===== config.mk =====
export PLATFORM = sky130hd
export DESIGN_NAME = tdc_multi_ch
export DESIGN_NICKNAME = d
export VERILOG_FILES = /design/src/rtl/tdc_pkg.sv /design/src/rtl/tdc_sync_edge.sv /design/src/rtl/tdc_multi_ch.sv
export SDC_FILE = /design/constraint.sdc
export NUM_CORES = 1
export LEC_CHECK = 0
export BUFFER_PORTS_ARGS = -buffer_cell sky130_fd_sc_hd__buf_4
export CAP_MARGIN = 40
export CORE_MARGIN = 10
export CORE_UTILIZATION = 40
export DETAILED_ROUTE_END_ITERATION = 12
export HOLD_SLACK_MARGIN = 0.03
export PLACE_DENSITY = 0.63
export SLEW_MARGIN = 30
export SYNTH_ARGS = -nofsm -noshare
export SYNTH_HDL_FRONTEND = slang
export SYNTH_SLANG_ARGS = --single-unit

===== constraint.sdc =====
create_clock -name rxclk -period 4.7 [get_ports rxclk]
set_input_delay 0.47 -clock rxclk [delete_from_list [all_inputs] [get_ports rxclk]]
set_output_delay 0.47 -clock rxclk [all_outputs]
set_load 0.05 [all_outputs]

===== src/rtl/tdc_pkg.sv =====
// Shared definitions for the multi-channel time-to-digital converter:
// parameter defaults, FSM state encoding and the timeout result code.
package tdc_pkg;

  localparam int NCH_DEF         = 4;
  localparam int CNT_W_DEF       = 32;
  localparam int SYNC_STAGES_DEF = 2;
  localparam int CNT_W_MAX       = 32;

  // All-ones doubles as the saturated counter value and the "no stop seen" result.
  localparam logic [CNT_W_MAX-1:0] TIMEOUT_CODE = '1;

  typedef enum logic [1:0] {
    ST_IDLE    = 2'd0,
    ST_ARMED   = 2'd1,
    ST_MEASURE = 2'd2,
    ST_READOUT = 2'd3
  } state_t;

endpackage


===== src/rtl/tdc_sync_edge.sv =====
// Multi-flop synchronizer for one asynchronous input, followed by a
// rising/falling edge detector. Every input sees the same latency.
module tdc_sync_edge #(
  parameter int STAGES = 2
) (
  input  logic rxclk,
  input  logic rst,
  input  logic async_in,
  output logic rise,
  output logic fall
);

  logic [STAGES-1:0] sync_q, sync_d;
  logic              prev_q, prev_d;

  always_comb begin
    sync_d = {sync_q[STAGES-2:0], async_in};
    prev_d = sync_q[STAGES-1];
  end

  always_ff @(posedge rxclk) begin
    if (rst) begin
      sync_q <= '0;
      prev_q <= 1'b0;
    end else begin
      sync_q <= sync_d;
      prev_q <= prev_d;
    end
  end

  assign rise = sync_q[STAGES-1] & ~prev_q;
  assign fall = ~sync_q[STAGES-1] & prev_q;

endmodule


===== src/rtl/tdc_multi_ch.sv =====
// Multi-channel TDC: one start, NCH stops, shared coarse counter, results
// streamed out in channel order over a valid/ready handshake.
//   state   | meaning
//   IDLE    | disabled, waiting for TDC_en
//   ARMED   | waiting for a start edge on trigin
//   MEASURE | counter running, channels capturing stop edges
//   READOUT | presenting one result per channel, ascending order
module tdc_multi_ch
  import tdc_pkg::*;
#(
  parameter int NCH         = NCH_DEF,
  parameter int CNT_W       = CNT_W_DEF,
  parameter int SYNC_STAGES = SYNC_STAGES_DEF,
  localparam int CH_W       = (NCH > 1) ? $clog2(NCH) : 1
) (
  input  logic             rxclk,
  input  logic             rst,
  input  logic             TDC_en,
  input  logic             mode,
  input  logic             trigin,
  input  logic [NCH-1:0]   stop_in,
  output logic             res_valid,
  input  logic             res_ready,
  output logic [CH_W-1:0]  res_chan,
  output logic [CNT_W-1:0] res_data,
  output logic             res_timeout,
  output logic             busy,
  output logic             done
);

  localparam logic [CNT_W-1:0] CNT_MAX = TIMEOUT_CODE[CNT_W-1:0];

  state_t           state_q, state_d;
  logic [CNT_W-1:0] cnt_q, cnt_d;
  logic             mode_q, mode_d;
  logic [CNT_W-1:0] val_q [NCH];
  logic [CNT_W-1:0] val_d [NCH];
  logic [NCH-1:0]   cmp_q, cmp_d;
  logic [NCH-1:0]   started_q, started_d;
  logic [CH_W-1:0]  idx_q, idx_d;
  logic             done_q, done_d;

  logic           trig_rise;
  logic           unused_trig_fall;
  logic [NCH-1:0] stop_rise, stop_fall;

  tdc_sync_edge #(.STAGES(SYNC_STAGES)) u_sync_trig (
    .rxclk(rxclk), .rst(rst), .async_in(trigin),
    .rise(trig_rise), .fall(unused_trig_fall)
  );

  for (genvar g = 0; g < NCH; g++) begin : g_stop
    tdc_sync_edge #(.STAGES(SYNC_STAGES)) u_sync_stop (
      .rxclk(rxclk), .rst(rst), .async_in(stop_in[g]),
      .rise(stop_rise[g]), .fall(stop_fall[g])
    );
  end

  always_comb begin
    state_d   = state_q;
    cnt_d     = cnt_q;
    mode_d    = mode_q;
    val_d     = val_q;
    cmp_d     = cmp_q;
    started_d = started_q;
    idx_d     = idx_q;
    done_d    = 1'b0;
    case (state_q)
      ST_IDLE: begin
        if (TDC_en) state_d = ST_ARMED;
      end
      ST_ARMED: begin
        if (!TDC_en) begin
          state_d = ST_IDLE;
        end else if (trig_rise) begin
          state_d   = ST_MEASURE;
          mode_d    = mode;
          cnt_d     = CNT_W'(1);
          cmp_d     = '0;
          started_d = '0;
          for (int i = 0; i < NCH; i++) val_d[i] = '0;
        end
      end
      ST_MEASURE: begin
        if (!TDC_en) begin
          state_d = ST_IDLE;
        end else begin
          cnt_d = (cnt_q == CNT_MAX) ? cnt_q : cnt_q + CNT_W'(1);
          for (int i = 0; i < NCH; i++) begin
            if (!cmp_q[i]) begin
              if (!mode_q) begin
                if (stop_rise[i]) begin
                  val_d[i] = cnt_q;
                  cmp_d[i] = 1'b1;
                end
              end else if (!started_q[i]) begin
                if (stop_rise[i]) begin
                  val_d[i]     = cnt_q;
                  started_d[i] = 1'b1;
                end
              end else if (stop_fall[i]) begin
                val_d[i] = cnt_q - val_q[i];
                cmp_d[i] = 1'b1;
              end
            end
          end
          // Captures made in the saturating cycle still count.
          if ((&cmp_d) || (cnt_q == CNT_MAX)) begin
            state_d = ST_READOUT;
            idx_d   = '0;
          end
        end
      end
      ST_READOUT: begin
        if (res_ready) begin
          if (idx_q == CH_W'(NCH - 1)) begin
            idx_d   = '0;
            done_d  = 1'b1;
            state_d = TDC_en ? ST_ARMED : ST_IDLE;
          end else begin
            idx_d = idx_q + CH_W'(1);
          end
        end
      end
      default: state_d = ST_IDLE;
    endcase
  end

  always_ff @(posedge rxclk) begin
    if (rst) begin
      state_q   <= ST_IDLE;
      cnt_q     <= '0;
      mode_q    <= 1'b0;
      cmp_q     <= '0;
      started_q <= '0;
      idx_q     <= '0;
      done_q    <= 1'b0;
      for (int i = 0; i < NCH; i++) val_q[i] <= '0;
    end else begin
      state_q   <= state_d;
      cnt_q     <= cnt_d;
      mode_q    <= mode_d;
      cmp_q     <= cmp_d;
      started_q <= started_d;
      idx_q     <= idx_d;
      done_q    <= done_d;
      for (int i = 0; i < NCH; i++) val_q[i] <= val_d[i];
    end
  end

  always_comb begin
    res_valid   = (state_q == ST_READOUT);
    res_chan    = idx_q;
    res_data    = '0;
    res_timeout = 1'b0;
    if (res_valid) begin
      res_data    = cmp_q[idx_q] ? val_q[idx_q] : CNT_MAX;
      res_timeout = ~cmp_q[idx_q];
    end
    busy = (state_q != ST_IDLE);
    done = done_q;
  end

endmodule


After elaboration in Yosys (flattened, before gate mapping) --
Index checks and enable logic that the tools add are counted.
Operators by class: add/sub/neg operators 6, $lt $le $gt $ge 2, eq/ne operators 24, mux-type cells 98, bitwise operators 22, reduce and logical (&&, ||, !) cells 20
Operator list (number):
- two-way mux 32 bit | 28
- two-way mux 128 bit | 3
- case mux 128 bit (2 select lines) | 1
- subtractor 32 bit | 4
- binary-select mux 32 bit (select 2 bit) | 1
- case mux 32 bit (2 select lines) | 1
- AND reduction 6 bit | 8
- two-way mux 1 bit | 44
- adder 32 x 1 -> 32 bit (second input constant) | 1
- == test 32 bit (second input constant) | 1
- two-way mux 2 bit | 11
- != test 2 bit (second input constant) | 11
- two-way mux 4 bit | 4
- != test 4 x 3 -> 1 bit (second input constant) | 4
- case mux 4 bit (2 select lines) | 2
- inverter 1 bit | 12
- AND reduction 4 bit | 3
- AND reduction 5 bit | 2
- bitwise AND 1 bit | 9
- case mux 2 bit (4 select lines) | 1
- == test 2 bit (second input constant) | 3
- != test 3 bit (second input constant) | 2
- nonzero test 2 bit | 3
- != test 2 x 1 -> 1 bit (second input constant) | 2
- 11 further kinds | 11
Storage, ports and cells: bits in registers 189, input port bits 10, output and inout bits 38, logic and storage cells 196

Longest topological paths before layout --
Gate-level depths: netlist of run 1.
word-level depth 13, gate-level depth with buffers 14, mapped depth without buffers 14

Cells and area by module --
From an unflattened synthesis of run 1, not the netlist that was laid out.
Second synthesis, totals: cells, all modules 2191, area, all modules 16485.8 µm²
By module, submodules not included:
- tdc_multi_ch | times used 1, cells each 2151, area each 16029.1 µm²
- tdc_sync_edge | times used 5, cells each 8, area each 91.3 µm²

Worst setup path before layout of run 1 --
OpenSTA, ideal clock, no wires.
path kind register to register, from reg cnt_q[0], to reg val_q[94] (netlist name), library setup time 131 ps, arrival 2914 ps, path slack 1655 ps, cell stages (with the launch flop) 15, period minus slack after synthesis 3045 ps, cell sequence dfxtp_1 -> inv_1 -> ha_1 -> fa_1 -> nor2b_1 -> o21ai_1 -> nor4b_2 -> o21ai_2 -> a21oi_2 -> o31a_4 -> o21ai_2 -> a221oi_1 -> o21ai_0 -> xnor2_1 -> o21ai_0
Between the ends: longest elaborated chain between the ends 7
Ends and longest elaborated chain:
- start, declared | RTL line tdc_multi_ch.sv:34 | logic [CNT_W-1:0] cnt_q, cnt_d;
- start signal, assigned | RTL line tdc_multi_ch.sv:141 | cnt_q <= cnt_d;
- subtractor 32 bit | RTL line tdc_multi_ch.sv:102 | val_d[i] = cnt_q - val_q[i];
- two-way mux 32 bit | RTL line tdc_multi_ch.sv:101 | end else if (stop_fall[i]) begin
- two-way mux 32 bit | RTL line tdc_multi_ch.sv:96 | end else if (!started_q[i]) begin
- two-way mux 32 bit | RTL line tdc_multi_ch.sv:91 | if (!mode_q) begin
- two-way mux 32 bit | RTL line tdc_multi_ch.sv:90 | if (!cmp_q[i]) begin
- two-way mux 128 bit | RTL line tdc_multi_ch.sv:85 | if (!TDC_en) begin
- case mux 128 bit (2 select lines) | RTL line tdc_multi_ch.sv:68 | case (state_q)
- end, declared | RTL line tdc_multi_ch.sv:36 | logic [CNT_W-1:0] val_q [NCH];
Every way passes these cells. The select of a mux whose other input is x is not followed. A chain may end at the register's enable or synchronous reset.

Final worst setup path of run 1 --
from reg cnt_q[1], to reg val_q[126] (netlist name)
Same word-level chain as after synthesis.

==> results of run 1 <==
worst min-delay path by stage:
stage | start | endpoint | slack (ps) | cells after the start
floorplan | g_stop[0].u_sync_stop.sync_q[0] | g_stop[0].u_sync_stop.sync_q[1] | 410 | 1
global placement | g_stop[1].u_sync_stop.sync_q[0] | g_stop[1].u_sync_stop.sync_q[1] | 420 | 1
detailed placement | g_stop[0].u_sync_stop.sync_q[0] | g_stop[0].u_sync_stop.sync_q[1] | 420 | 1
CTS | trigin | u_sync_trig.sync_q[0] | 210 | 2
global route | stop_in[0] | g_stop[0].u_sync_stop.sync_q[0] | 220 | 2
finish | trigin | u_sync_trig.sync_q[0] | 220 | 2
kinds of logic after synthesis:
kind of cell	Yosys count	synth area share [%]
adder cells (fa/ha/maj)	134	10.5
AND/OR/NAND/NOR	612	17.9
multiplexers	63	6.34
XOR/XNOR	134	7.19
buffers and inverters	269	6.34
flip-flops	189	23.2
AO/OA/AOI/OAI	705	28.6
per-layer routing:
metal | track usage (%) | vias to the layer above | share of wire [%]
li1 | - | 7580 | -
met1 | 27.9 | 7462 | 45
met2 | 31.8 | 549 | 45
met3 | 2.70 | 64 | 8.0
met4 | 6.39 | 0 | 2.1
met5 | 0 | - | 0
cell usage after synthesis, types with 30 or more instances:
master	instances
o21a_1	54
xnor2_1	67
nand2_1	190
inv_1	141
nand3_1	35
nor2_1	177
clkbuf_1	105
a21o_1	67
o22ai_1	30
ha_1	130
a22oi_1	50
mux4_2	32
nand2b_1	37
a21oi_1	191
dfxtp_1	189
o211ai_1	44
xor2_1	67
o21ai_0	103
a211oi_1	31
nor2b_1	43
through the flow:
stage,power (mW),cell area (um2),setup slack (ps)
2_1_floorplan,1.71,16300,1660
3_3_place_gp,1.74,17100,1100
3_5_place_dp,1.74,17100,1020
4_1_cts,3.49,17800,983
5_1_grt,3.56,17900,579
6_report,3.49,17900,918
worst max-delay path: cells and delay by family, from the launching register on:
kind	cells	cell delay, ps
fa+ha+maj	1	540
flops	1	570
simple gates	2	270
buf+inv	1	330
compound gates	8	1780
xor+xnor	1	160
placed cells by master, fill, tap and decap left out, types with 7 or more instances in the layout:
| cell type | count |
|---|---|
| or3_1 | 13 |
| nand2_1 | 190 |
| nand2b_1 | 37 |
| dfxtp_1 | 187 |
| inv_1 | 141 |
| a211oi_1 | 31 |
| mux4_2 | 32 |
| xnor2_1 | 67 |
| o21ai_1 | 14 |
| mux2i_1 | 29 |
| nand4_1 | 18 |
| or2_2 | 9 |
| o21ai_0 | 102 |
| nor2b_1 | 41 |
| bufinv_16 | 7 |
| a22oi_1 | 50 |
| and3_1 | 13 |
| a31oi_1 | 15 |
| a21o_1 | 67 |
| o22ai_1 | 30 |
| a32oi_1 | 7 |
| o211ai_1 | 44 |
| o21a_1 | 54 |
| a222oi_1 | 14 |
| o21bai_1 | 11 |
| and4_1 | 11 |
| xor2_1 | 67 |
| clkbuf_16 | 17 |
| nand3_1 | 35 |
| a21oi_1 | 191 |
| nor2_1 | 177 |
| nor3_1 | 26 |
| buf_4 | 82 |
| ha_1 | 130 |
| and2_1 | 16 |
where the power goes:
group	internal, mW	total [mW]	switching [mW]
clock network	1.06	1.79	0.729
logic	0.0266	0.0953	0.0687
registers	1.61	1.61	0.00368
total	2.69	3.49	0.801
layout make-up:
cell class              count  share of cell area [%]
multi-input cells        1648                    64.5
flip-flops and latches    189                    21.2
repair buffers             87                    3.80
well taps                 525                    3.68
inverters                 141                    2.96
clock buffers              18                    2.40
clock inverters            14                    1.46
sequential cells by signal (all words and copies together), names as in the netlist:
register                   flops
val_q                        128
state_q                        2
u_sync_trig.prev_q             1
u_sync_trig.sync_q             2
g_stop.u_sync_stop.prev_q      4
g_stop.u_sync_stop.sync_q      8
started_q                      4
done                           1
mode_q                         1
cnt_q                         32
res_chan                       2
cmp_q                          4
==> insert_results.sql, run 1 <==
INSERT INTO impl_metrics (metric_group, metric, value, unit) VALUES
('outcome', 'run_status', 'complete, no violations', ''),
('logic_synthesis', 'synth-edff-count', '0', ''),
('die', 'initial_cell_density_of_the_core', '40.8', '%'),
('worst_setup_path', 'crit_path_max_incr_delay', '570', 'ps'),
('global_routing', 'globalRouteTotalUtil', '20.2', '%'),
('clocking', 'post_cts_setup_buffer_count', '0', ''),
('sta', 'slew_headroom', '44.7', '%'),
('logic_synthesis', 'syn-num-nets', '2250', ''),
('finish', 'seq_area', '3790', 'um2'),
('logic_synthesis', 'post_synth.cell_area_avg', '7.75', 'um2'),
('logic_synthesis', 'synth.distinct_cells', '86', ''),
('sta', 'final-setup-viol-count', '0', ''),
('power', 'power_density', '195', 'nW/um2'),
('die', 'rows', '73', ''),
('die', 'die_area', '49300', 'um2'),
('worst_setup_path', 'cpMostUsedCell', 'o21ai_0', ''),
('power', 'p_leak', '7.19', 'nW'),
('route', 'route.final.wire_length', '52200', 'um'),
('place', 'place.port_buffers', '47', ''),
('route', 'detail_route.drc_violations', '0', ''),
('place', 'place_congestion', '0.958', ''),
('clocking', 'cts_inserted_buffers', '17', ''),
('worst_setup_path', 'slowest_stage', 'dfxtp_1', ''),
('flow_run', 'max-cap-violations', '0', ''),
('finish', 'nNetsFinal', '2228', ''),
('logic_synthesis', 'synth_top_cell_by_area', 'dfxtp_1', ''),
('finish', 'final_util', '44.6', '%'),
('clocking', 'ctsHtreeMaxLevel', '4', ''),
('finish', 'num-fill-cells', '3985', ''),
('die', 'boundary_pins', '48', ''),
('route', 'wl_per_cell', '19.9', 'um'),
('route', 'overall_via_count_from_detail_route', '15655', ''),
('worst_setup_path', 'critPathArrivalTime', '4130', 'ps'),
('logic_synthesis', 'asr_flop_ratio_synth', '0', '%'),
('sta', 'achievable_clock_frequency', '264', 'MHz'),
('logic_synthesis', 'synthFlopType', 'dfxtp_1', ''),
('sta', 'fin_hold_ws', '221', 'ps'),
('logic_synthesis', 'netlist_top_cells_area', 'dfxtp_1 23%, ha_1 10%, a21oi_1 5.9%', ''),
('worst_setup_path', 'timing.critical_path.from_type', 'flip-flop', ''),
('worst_setup_path', 'worstSetupEndpointType', 'flip-flop', ''),
('worst_setup_path', 'reg2reg_from', 'cnt_q[1]', ''),
('worst_hold_path', 'min_path_type', 'in -> reg', ''),
('clocking', 'clkSlewWorstSetupHoldPaths', '80', 'ps'),
('global_routing', 'total_congestion_overflow_after_global_routing', '0', ''),
('clocking', 'cts_repair_resize_count', '0', ''),
('finish', 'antennaDiodeCount', '0', ''),
('worst_setup_path', 'worstSetupEndpoint', 'val_q[126]', ''),
('die', 'coreArea', '40000', 'um2'),
('die', 'chipHeight', '222', 'um'),
('sta', 'layout_worst_path_cycle_share', '80.5', '%'),
('logic_synthesis', 'syn-cell-area', '16300', 'um2'),
('logic_synthesis', 'synthesis.yosys.warnings', '0', ''),
('power', 'irDropWorstVdd', '265', 'uV'),
('clocking', 'clock_sink_count', '189', ''),
('clocking', 'ctsRootBufferMaster', 'clkbuf_16', ''),
('finish', 'fraction_of_layout_cells_with_a_size_suffix_above_1', '9.49', '%'),
('worst_setup_path', 'critical_path.reg2reg.endpoint', 'val_q[126]', ''),
('sta', 'grt_setup_unrepaired', 'no', ''),
('finish', 'layout-area-overhead-vs-synth', '9.46', '%'),
('sta', 'timing_hold_violations_final', '0', ''),
('clocking', 'cts_tree', 'done', ''),
('route', 'route.antenna.remaining_nets', '0', ''),
('logic_synthesis', 'yosysSeqAreaShare', '23.2', '%'),
('die', 'die_w', '222', 'um'),
('worst_setup_path', 'register_to_register_setup_slack', '920', 'ps'),
('global_routing', 'grt_max_degree', '69', ''),
('worst_setup_path', 'cp.required', '5050', 'ps'),
('place', 'place_inst', '2586', ''),
('clocking', 'cts_max_path_buffers', '2', ''),
('logic_synthesis', 'register_bit_total_from_synthesis', '189', ''),
('global_routing', 'grt_antenna_before_repair', '0', '');
Power figures use the tool's default switching activity.
==> run 2: changes to the inputs <==
==> constraint.sdc (replaced) <==
create_clock -name rxclk -period 3.6 [get_ports rxclk]
set_input_delay 0.36 -clock rxclk [delete_from_list [all_inputs] [get_ports rxclk]]
set_output_delay 0.36 -clock rxclk [all_outputs]
set_load 0.05 [all_outputs]
==> run 2 against run 1 <==
- count of clock-buffer cells in the layout unchanged
- flip-flop and latch count stayed put
- die area did not move
- cell count rose by 1.6%
- clock skew rose by 1.4 ps
- via count increased by 0.93%
- first-iteration DRC count down 2.0%
- critical path depth up 2
- critical path type unchanged
- critical endpoint is now val_q[93]
- highest routed layer unchanged
==> insert_results.sql, run 2 (same netlist as run 1, synthesis figures left out) <==
INSERT INTO impl_metrics (metric_group, metric, value, unit) VALUES
('outcome', 'run_status', 'complete, no violations', ''),
('clocking', 'post_cts_setup_buffer_count', '0', ''),
('route', 'overall_via_count_from_detail_route', '15801', ''),
('sta', 'timing.clock.skew', '15.0', 'ps'),
('die', 'die_area', '49300', 'um2'),
('die', 'die_w', '222', 'um'),
('finish', 'final_util', '45.2', '%'),
('global_routing', 'vias_in_the_first_global_route', '14890', ''),
('flow_run', 'max-cap-violations', '0', ''),
('global_routing', 'globalRouteTotalUtil', '20.7', '%'),
('finish', 'max_flop_register', 'val_q', ''),
('clocking', 'clkSlewWorstSetupHoldPaths', '70', 'ps'),
('finish', 'num-fill-cells', '3956', ''),
('die', 'rows', '73', ''),
('power', 'irDropWorstVdd', '377', 'uV'),
('sta', 'slew_violations', '0', ''),
('clocking', 'cts_max_path_buffers', '2', ''),
('die', 'chipHeight', '222', 'um'),
('global_routing', 'grt_first_pass_wirelength', '83000', 'um'),
('finish', 'postLayoutCellArea', '18100', 'um2'),
('global_routing', 'total_congestion_overflow_after_global_routing', '0', ''),
('place', 'place_congestion', '0.945', ''),
('finish', 'largestRegisters', 'val_q: 128 flops, cnt_q: 32 flops, g_stop.u_sync_stop.sync_q: 8 flops', ''),
('power', 'power', '4.28', 'mW'),
('route', 'routed_via_density', '5.93', ''),
('power', 'power_density', '237', 'nW/um2'),
('sta', 'fin_hold_ws', '114', 'ps'),
('sta', 'period_needed', '3370', 'ps'),
('sta', 'grt_setup_unrepaired', 'no', ''),
('sta', 'layout_worst_path_cycle_share', '93.6', '%'),
('die', 'initial_cell_density_of_the_core', '40.8', '%'),
('sta', 'slew_headroom', '42.4', '%'),
('route', 'initialDrtViolationCount', '1568', ''),
('worst_setup_path', 'critPathArrivalTime', '3710', 'ps'),
('finish', 'layout-area-overhead-vs-synth', '10.8', '%'),
('place', 'place_ws', '237', 'ps'),
('worst_hold_path', 'hold_path_startpoint', 'trigin', ''),
('place', 'place_inst', '2629', ''),
('finish', 'layout.cells.most_common', 'a21oi_1', ''),
('route', 'wl_per_cell', '20.0', 'um'),
('clocking', 'clock_sink_count', '189', ''),
('place', 'placed_cell_area', '17400', 'um2'),
('worst_setup_path', 'worstSetupEndpointType', 'flip-flop', ''),
('worst_setup_path', 'setup.worst_path.start', 'val_q[65]', ''),
('finish', 'seq_area', '3790', 'um2'),
('finish', 'antennaDiodeCount', '0', ''),
('finish', 'fraction_of_layout_cells_with_a_size_suffix_above_1', '11.3', '%'),
('worst_setup_path', 'worstSetupEndpoint', 'val_q[93]', ''),
('sta', 'final.setup.tns', '0', 'ps'),
('worst_setup_path', 'critical_path.reg2reg.endpoint', 'val_q[93]', ''),
('sta', 'final-setup-viol-count', '0', ''),
('finish', 'final_cell_mix', '191 x a21oi_1, 190 x nand2_1, 185 x dfxtp_1, 177 x nor2_1, 141 x inv_1', ''),
('clocking', 'ctsRootBufferMaster', 'clkbuf_16', ''),
('global_routing', 'grt_antenna_before_repair', '0', ''),
('place', 'place.port_buffers', '47', ''),
('clocking', 'clk-insertion-delay-late', '470', 'ps'),
('worst_setup_path', 'register_to_register_setup_slack', '230', 'ps'),
('sta', 'setup_ws', '229', 'ps'),
('place', 'post-dp-hpwl', '41100', 'um'),
('sta', 'worst_pin_slew', '865', 'ps'),
('route', 'route.antenna.remaining_nets', '0', ''),
('finish', 'finish.cell_count_without_fillers', '2663', ''),
('worst_setup_path', 'criticalPathCategory', 'reg -> reg', ''),
('clocking', 'cts_tree', 'done', ''),
('worst_setup_path', 'cp.required', '3940', 'ps'),
('finish', 'nNetsFinal', '2269', ''),
('worst_setup_path', 'path_max_fanout', '5', ''),
('sta', 'achievable_clock_frequency', '297', 'MHz'),
('finish', 'multiInputGateArea', '11500', 'um2'),
('power', 'p_leak', '7.37', 'nW'),
('route', 'detailedRoute.firstPassIterationCount', '6', ''),
('route', 'route.final.wire_length', '53200', 'um'),
('clocking', 'cts_inserted_buffers', '17', ''),
('route', 'detail_route.drc_violations', '0', ''),
('worst_setup_path', 'reg2reg_from', 'val_q[65]', ''),
('finish', 'largest_reg_flops', '128', ''),
('worst_setup_path', 'timing.critical_path.from_type', 'flip-flop', ''),
('sta', 'timing_hold_violations_final', '0', ''),
('die', 'boundary_pins', '48', ''),
('worst_setup_path', 'reg2reg_depth', '15', ''),
('die', 'coreArea', '40000', 'um2'),
('global_routing', 'grt_max_degree', '66', ''),
('clocking', 'ctsHtreeMaxLevel', '4', ''),
('worst_hold_path', 'min_path_type', 'in -> reg', '');
[run 2: changes by cell type in the layout (fill, tap and decap cells not counted), moves of 2 or more]
cell	change
buf_4	+43
bufinv_16	-4
clkinv_2	+2
dfxtp_1	-2
dfxtp_2	+2
[run 2: layer usage]
layer	share of wire (%)	track usage, %
met1	45	28.6
met2	44	32.6
met3	8.4	2.62
met4	2.4	7.06
met5	0	0
[run 2: area by class of cell]
class | count | area share, %
Clock inverter | 14 | 0.920
Tap cell | 525 | 3.63
Clock buffer | 18 | 2.43
Inverter | 141 | 2.93
Multi-Input combinational cell | 1648 | 63.6
Timing Repair Buffer | 128 | 5.51
Sequential cell | 189 | 21.0
[run 2: worst max-delay path, stage by stage (launching register included)]
cell and delay (ps):
dfxtp_1 500, inv_1 80, ha_1 270, nor2b_1 130, o21a_1 190, o21ai_2 190, a22o_1 200, o31ai_1 80
buf_4 150, a311oi_1 300, buf_4 190, o41a_1 190, o21ai_1 140, a221oi_1 390, xor2_1 180, o21ai_1 70
[run 2: worst min path at each step]
| stage | end | cells after the start |
|---|---|---|
| final | u_sync_trig.sync_q[0] | 2 |
| after global routing | g_stop[0].u_sync_stop.sync_q[0] | 2 |
| after CTS | g_stop[3].u_sync_stop.sync_q[0] | 2 |
| after detailed placement | g_stop[2].u_sync_stop.sync_q[1] | 1 |
| after global placement | g_stop[2].u_sync_stop.sync_q[1] | 1 |
| after floorplan | g_stop[0].u_sync_stop.sync_q[1] | 1 |
[run 2: report_power, final]
part | total [mW] | switching (mW) | leakage (nW) | internal, mW
Clock | 2.05 | 0.934 | 0.301 | 1.11
Combinational | 0.130 | 0.0935 | 5.54 | 0.0370
Sequential | 2.10 | 0.00462 | 1.53 | 2.10
[run 2: repair_timing]
| item | in CTS | in global routing |
|---|---|---|
| gates resized for setup | 0 | 4 |
| hold buffers | 0 | 0 |
| setup endpoints to repair | 0 | 5 |
